`src/rtl/mem_arbiter.sv`:
```
// mem_arbiter: grants main memory to the I-cache or D-cache for a whole block fill or one write
module mem_arbiter #(
  parameter int ADDR_W = 16,
  parameter int DATA_W = 16,
  parameter int BEATS  = 8,
  parameter int CNT_W  = 4
) (
  input  logic              clk,
  input  logic              rst,
  input  logic              ic_req,
  input  logic [ADDR_W-1:0] ic_addr,
  output logic              ic_gnt,
  output logic              ic_data_valid,
  input  logic              dc_req,
  input  logic              dc_we,
  input  logic [ADDR_W-1:0] dc_addr,
  input  logic [DATA_W-1:0] dc_wdata,
  output logic              dc_gnt,
  output logic              dc_data_valid,
  output logic              dc_wr_done,
  output logic              mem_en,
  output logic              mem_wr,
  output logic [ADDR_W-1:0] mem_addr,
  output logic [DATA_W-1:0] mem_wdata,
  input  logic              mem_data_valid,
  output logic              busy
);
  typedef enum logic [1:0] {IDLE, I_FILL, D_FILL, D_WRITE} state_t;
  localparam logic [CNT_W-1:0] BEATS_C = CNT_W'(BEATS);
  localparam logic [CNT_W-1:0] LAST_C  = CNT_W'(BEATS - 1);
  state_t state, state_nx;
  logic [CNT_W-1:0] issue_cnt, ret_cnt;
  logic last_d;
  logic fill, done;
  assign fill = state == I_FILL || state == D_FILL;
  assign done = fill && mem_data_valid && ret_cnt == LAST_C;
  // outputs decoded from the registered state; returns outside a fill are dropped
  always_comb begin
    ic_gnt        = state == I_FILL;
    dc_gnt        = state == D_FILL || state == D_WRITE;
    busy          = state != IDLE;
    ic_data_valid = state == I_FILL && mem_data_valid;
    dc_data_valid = state == D_FILL && mem_data_valid;
    dc_wr_done    = state == D_WRITE;
    mem_wr        = state == D_WRITE;
    mem_en        = fill ? issue_cnt < BEATS_C : state == D_WRITE;
    mem_addr      = !mem_en ? '0 : state == I_FILL ? ic_addr : dc_addr;
    mem_wdata     = mem_wr ? dc_wdata : '0;
  end
  // arbitration in IDLE alternates on ties; a fill ends on its last return, a write after one cycle
  always_comb begin
    state_nx = state;
    if (state == IDLE)
      state_nx = dc_req && (!ic_req || !last_d) ? (dc_we ? D_WRITE : D_FILL) : ic_req ? I_FILL : IDLE;
    else if (state == D_WRITE || done)
      state_nx = IDLE;
  end
  // state, saturating beat counters cleared while idle, and the last-served side
  always_ff @(posedge clk) begin
    if (rst) begin
      state     <= IDLE;
      issue_cnt <= '0;
      ret_cnt   <= '0;
      last_d    <= 1'b0;
    end else begin
      state     <= state_nx;
      issue_cnt <= state == IDLE ? '0 : issue_cnt + CNT_W'(fill && issue_cnt < BEATS_C);
      ret_cnt   <= state == IDLE ? '0 : ret_cnt + CNT_W'(fill && mem_data_valid && ret_cnt < BEATS_C);
      if (state == D_WRITE || done) last_d <= state != I_FILL;
    end
  end
endmodule

```
`config.mk`:
```
export PLATFORM = sky130hd
export DESIGN_NAME = mem_arbiter
export DESIGN_NICKNAME = d
export VERILOG_FILES = /design/src/rtl/mem_arbiter.sv
export SDC_FILE = /design/constraint.sdc
export NUM_CORES = 1
export LEC_CHECK = 0
export ABC_AREA = 0
export CAP_MARGIN = 20
export CORE_MARGIN = 2
export CORE_UTILIZATION = 29
export CTS_CLUSTER_SIZE = 10
export DETAILED_ROUTE_END_ITERATION = 10
export PLACE_DENSITY_LB_ADDON = 0.15
export SYNTH_ARGS = -nofsm -noshare
export SYNTH_HDL_FRONTEND = slang
export SYNTH_SLANG_ARGS = --single-unit
```
`constraint.sdc`:
```
create_clock -name clk -period 2.4 [get_ports clk]
set_clock_uncertainty 0.05 [all_clocks]
set_input_delay 0.48 -clock clk [delete_from_list [all_inputs] [get_ports clk]]
set_output_delay 0.48 -clock clk [all_outputs]
set_load 0.01 [all_outputs]
```
Yosys cells after proc, flatten, opt, wreduce, memory -nomap -nowiden
Cells that the tools add are included.
Cells by class
  add/subtract/negate cells: 2
  order comparisons: 2
  equality and inequality tests: 5
  mux-type cells: 9
  reductions and logical operators: 17
Operators with widths (count)
  2-to-1 mux 16 bit: 3
  adder 4 x 1 -> 4 bit: 2
  < comparator 4 bit (second input constant): 2
  logical AND 1 bit: 7
  2-to-1 mux 2 bit: 3
  equality test 2 bit (second input constant): 2
  equality test 4 x 3 -> 1 bit (second input constant): 1
  logical OR 1 bit: 4
  nonzero test 2 bit: 2
  2-to-1 mux 1 bit: 3
  equality test 2 x 1 -> 1 bit (second input constant): 1
  logical NOT 1 bit: 2
  logical NOT 2 bit: 1
  inequality test 2 x 1 -> 1 bit (second input constant): 1
  OR reduction 2 bit: 1
Word-level totals
  register bits: 11
  output and inout port bits: 40
  logic and storage cells: 39

Longest topological paths before layout
  depth in word-level cells: 7
  gate-level depth with buffers: 7
  depth with buffers taken out: 7

Least setup slack after synthesis
Ideal clock, no wire load.
  path type: reg-to-output
  start: register state[0]
  end: output port mem_addr[10]
  arrival: 1.388 ns
  path slack: 0.482 ns
  cell stages (with the launch flop): 7
  path buffers: 1
  cell sequence: dfxtp_1 > inv_1 > ha_1 > nor2b_1 > a21oi_2 > buf_2 > nor2_1
Between the ends
  longest elaborated chain between the ends: 4
Ends and longest elaborated chain
  start: declaration: RTL line 31  | state_t state, state_nx;
  start signal: assignment: RTL line 66  | state <= state_nx;
  equality test 2 x 1 -> 1 bit / equality test 2 bit (equally long branches): RTL line 35, 47
  logical OR 1 bit: RTL line 35  | assign fill = state == I_FILL || state == D_FILL;
  2-to-1 mux 1 bit: RTL line 46  | mem_en = fill ? issue_cnt < BEATS_C : state == D_WRITE;
  2-to-1 mux 16 bit *: RTL line 47  | mem_addr = !mem_en ? '0 : state == I_FILL ? ic_addr : dc_addr;
  end: declaration: RTL line 23  | output logic [ADDR_W-1:0] mem_addr,
Mark *: on every way between the ends. The rest lies on a longest branch, timed or not.

Worst setup path after layout
  start: register state[0]
  end: output port ic_data_valid
Between the ends
  longest elaborated chain between the ends: 2
Ends and longest elaborated chain
  equality test 2 x 1 -> 1 bit: RTL line 42  | ic_data_valid = state == I_FILL && mem_data_valid;
  logical AND 1 bit: RTL line 42
  end: declaration: RTL line 13  | output logic ic_data_valid,
Every way passes these cells.

==> impl_metrics.yaml <==
status:
  outcome: "complete, no violations"
setup_path:
  cp_num_buf_inv: 3
  slowest_delay_ps: 540
  worst_r2r_path_depth: 7
  critPathKind: "reg2out"
  regToRegSetupSlack_ps: 680
  start_kind: "flop"
  cp_slowest_cell: "clkdlybuf4s50_1"
  worstPathMaxFanout: 19
  cp.depth: 5
  arrival_ps: 1770
  rr_endpoint: "ret_cnt[2]"
  crit_required_ps: 1870
  critPathTopFamily: "buffers and inverters"
  worstPathCellList: "buf_4, ha_1, buf_12, and2_1, clkdlybuf4s50_1"
  end_kind: "output port"
  r2r_start: "state[1]"
min_path:
  hold_depth: 2
  hold_class: "reg2reg"
  hp-start: "issue_cnt[2]"
  hold_end: "issue_cnt[2]"
die:
  start_util: 0.304
  io_pins: 94
  die_height_um: 60.4
  die-width_um: 60.4
  dieArea_sq_mm: 0.00364
  core-area_sq_mm: 0.00303
  rows: 20
logic_synthesis:
  synthTopCellsByArea: "dfxtp_1 (24%), mux2i_1 (17%), and2_1 (15%), ha_1 (11%), nor2_1 (7.3%)"
  synth_area_sq_um: 921
  yosysMostFrequentCell: "and2_1"
  synth_nets: 175
  synth_edf_count: 0
  synth_warnings: 0
  yosys-top-cells-count: "and2_1 (22), nor2_1 (18), mux2i_1 (16), dfxtp_1 (11), ha_1 (8)"
  syn_inst: 113
  yosysSeqAreaShare: 0.239
  synth_cell_types: 27
  yosys.area.top_type: "dfxtp_1"
  syn_area_per_cell_sq_um: 8.15
  netlist.area_leader.share: 0.239
  synthArstFlopShare: 0
  ys_ff_latch: 11
  yosys_most_used_dff: "dfxtp_1"
placed_design:
  port_buffers: 93
  dp_hpwl_um: 2820
  place.gp.congestion: 0.794
grt:
  grt_max_degree: 22
  grt_remaining_overflow: 0
  antenna_found_initial: 0
  grt_pass1_wl_um: 4600
  grt_use_total: 0.168
  grt_pass1_vias: 983
cts:
  path_clk_slew_ps: 70
  ctsHoldBuffers: 0
  cts.sinks: 11
  cts_tree: "done"
  numCtsBuffers: 3
  root_buffer: "clkbuf_4"
  clock_latency_ps: 260
  cts-htree-levels: 1
  clk_path_buf_depth: 2
power:
  power.density_mw_per_mm2: 364
  combPwrFrac: 0.574
  p_leak_uw: 0.000976
  total_power_uw: 734
  p_int_uw: 496
  p_sw_frac: 0.325
  power.switching_uw: 238
  vdd_drop_max_mv: 0.353
  p_seq_frac: 0.264
  clkPwrFrac: 0.162
drt:
  vias: 1096
  wl_per_cell_um: 13.4
  route.met2.wl_um: 1830
  drtAntennaViolNets: 0
  vias_per_cell: 4.33
  wl_met1_um: 1250
  met3_length_um: 298
  totalWireLength_um: 3390
  route.detailed.drc: 0
  topRoutingLayerUsed: "met4"
  drt_pass1_iterations: 4
  drt-initial-drc-count: 33
timing:
  report.final.slew_viol_count: 0
  tightest_slew_ps: 343
  slew_headroom: 0.770
  rsz0062_at_grt: "no"
  fin_setup_tns_ps: 0
  hold_violations: 0
  period_needed_ps: 2300
  period_share: 0.959
  setup_viol: 0
  fmax_mhz: 434
cells_and_area:
  fin_util: 0.666
  num_antenna_cells: 0
  drive_above_1_share: 0.0766
  nets: 272
  syn_to_final_growth_pct: 119
flow_run:
  maxCapViolations: 0
==> cell families after synthesis <==
kind of cell / after synthesis / synth area share
DFF: 11 / 0.239
buffers and inverters: 13 / 0.0639
AOI/OAI and AO/OA: 6 / 0.0598
muxes: 16 / 0.174
and+or+nand+nor: 55 / 0.317
adders and majority gates: 8 / 0.109
xor gates and xnor gates: 4 / 0.0381
==> stage by stage <==
step	std cells	setup slack [ps]	area, sq um	hold WS [ps]
3_3_place_gp	247	-92.4	1920	478
2_1_floorplan	113	482	921	419
4_1_cts	252	8.92	1960	490
5_1_grt	253	8.13	2020	534
3_5_place_dp	247	-149	1920	480
6_report	253	98.2	2020	484
==> worst max path at each step <==
stage	startpoint	endpoint	slack, ps
global placement	state[0]	mem_addr[0]	-90
global route	state[1]	mem_addr[6]	8
finish	state[0]	ic_data_valid	100
floorplan	state[0]	mem_addr[10]	480
CTS	state[1]	mem_wdata[6]	9
detailed placement	state[1]	mem_addr[0]	-150
==> worst min-delay path, delay by kind of cell, from the launching register on <==
family	cells	cell delay [ps]
simple gates	1	40
xor+xnor	1	110
flops	1	340
==> what timing repair did <==
item	in CTS	in global routing
resized for setup	22	9
setup endpoints to repair	18	16
gates cloned	0	1
setup buffers	1	0
pin swaps	0	0
==> final cells by class <==
class / instances / area (sq um)
Clock buffer: 3 / 22.5
Clock inverter: 1 / 5.00
Fill cell: 266 / 1010
Inverter: 5 / 18.8
Multi-Input combinational cell: 89 / 669
Sequential cell: 11 / 220
Tap cell: 44 / 55.1
Timing Repair Buffer: 100 / 1030
==> state kept, by name (all words and copies together), names as in the netlist <==
name and flops:
last_d 1, ret_cnt 4, state 2, issue_cnt 4
==> power groups by stage <==
| stage | Clock, uW | Sequential (uW) | Combinational (uW) |
|---|---|---|---|
| floorplan | 0 | 198 | 173 |
| global placement | 0 | 197 | 417 |
| detailed placement | 0 | 198 | 425 |
| finish | 119 | 194 | 421 |
| global route | 132 | 194 | 455 |
| CTS | 125 | 194 | 418 |
==> per-layer routing <==
metal | global-route usage | up-vias
li1 | - | 566
met1 | 0.177 | 481
met2 | 0.342 | 47
met3 | 0.0256 | 2
met4 | 0.0381 | 0
met5 | 0 | -
==> cell usage in the layout (no fill, tap or decap), drive strengths merged, types with 2 or more instances in the layout <==
| cell | n |
|---|---|
| ha | 8 |
| xnor2 | 2 |
| nor3 | 4 |
| inv | 5 |
| xor2 | 2 |
| dlymetal6s2s | 6 |
| nand2 | 2 |
| nand3 | 2 |
| and2 | 22 |
| buf | 6 |
| dlygate4sd2 | 18 |
| clkdlybuf4s50 | 69 |
| nor2 | 18 |
| mux2i | 16 |
| clkbuf | 4 |
| dfxtp | 11 |
Note: power is estimated with default switching activity, not from simulation.
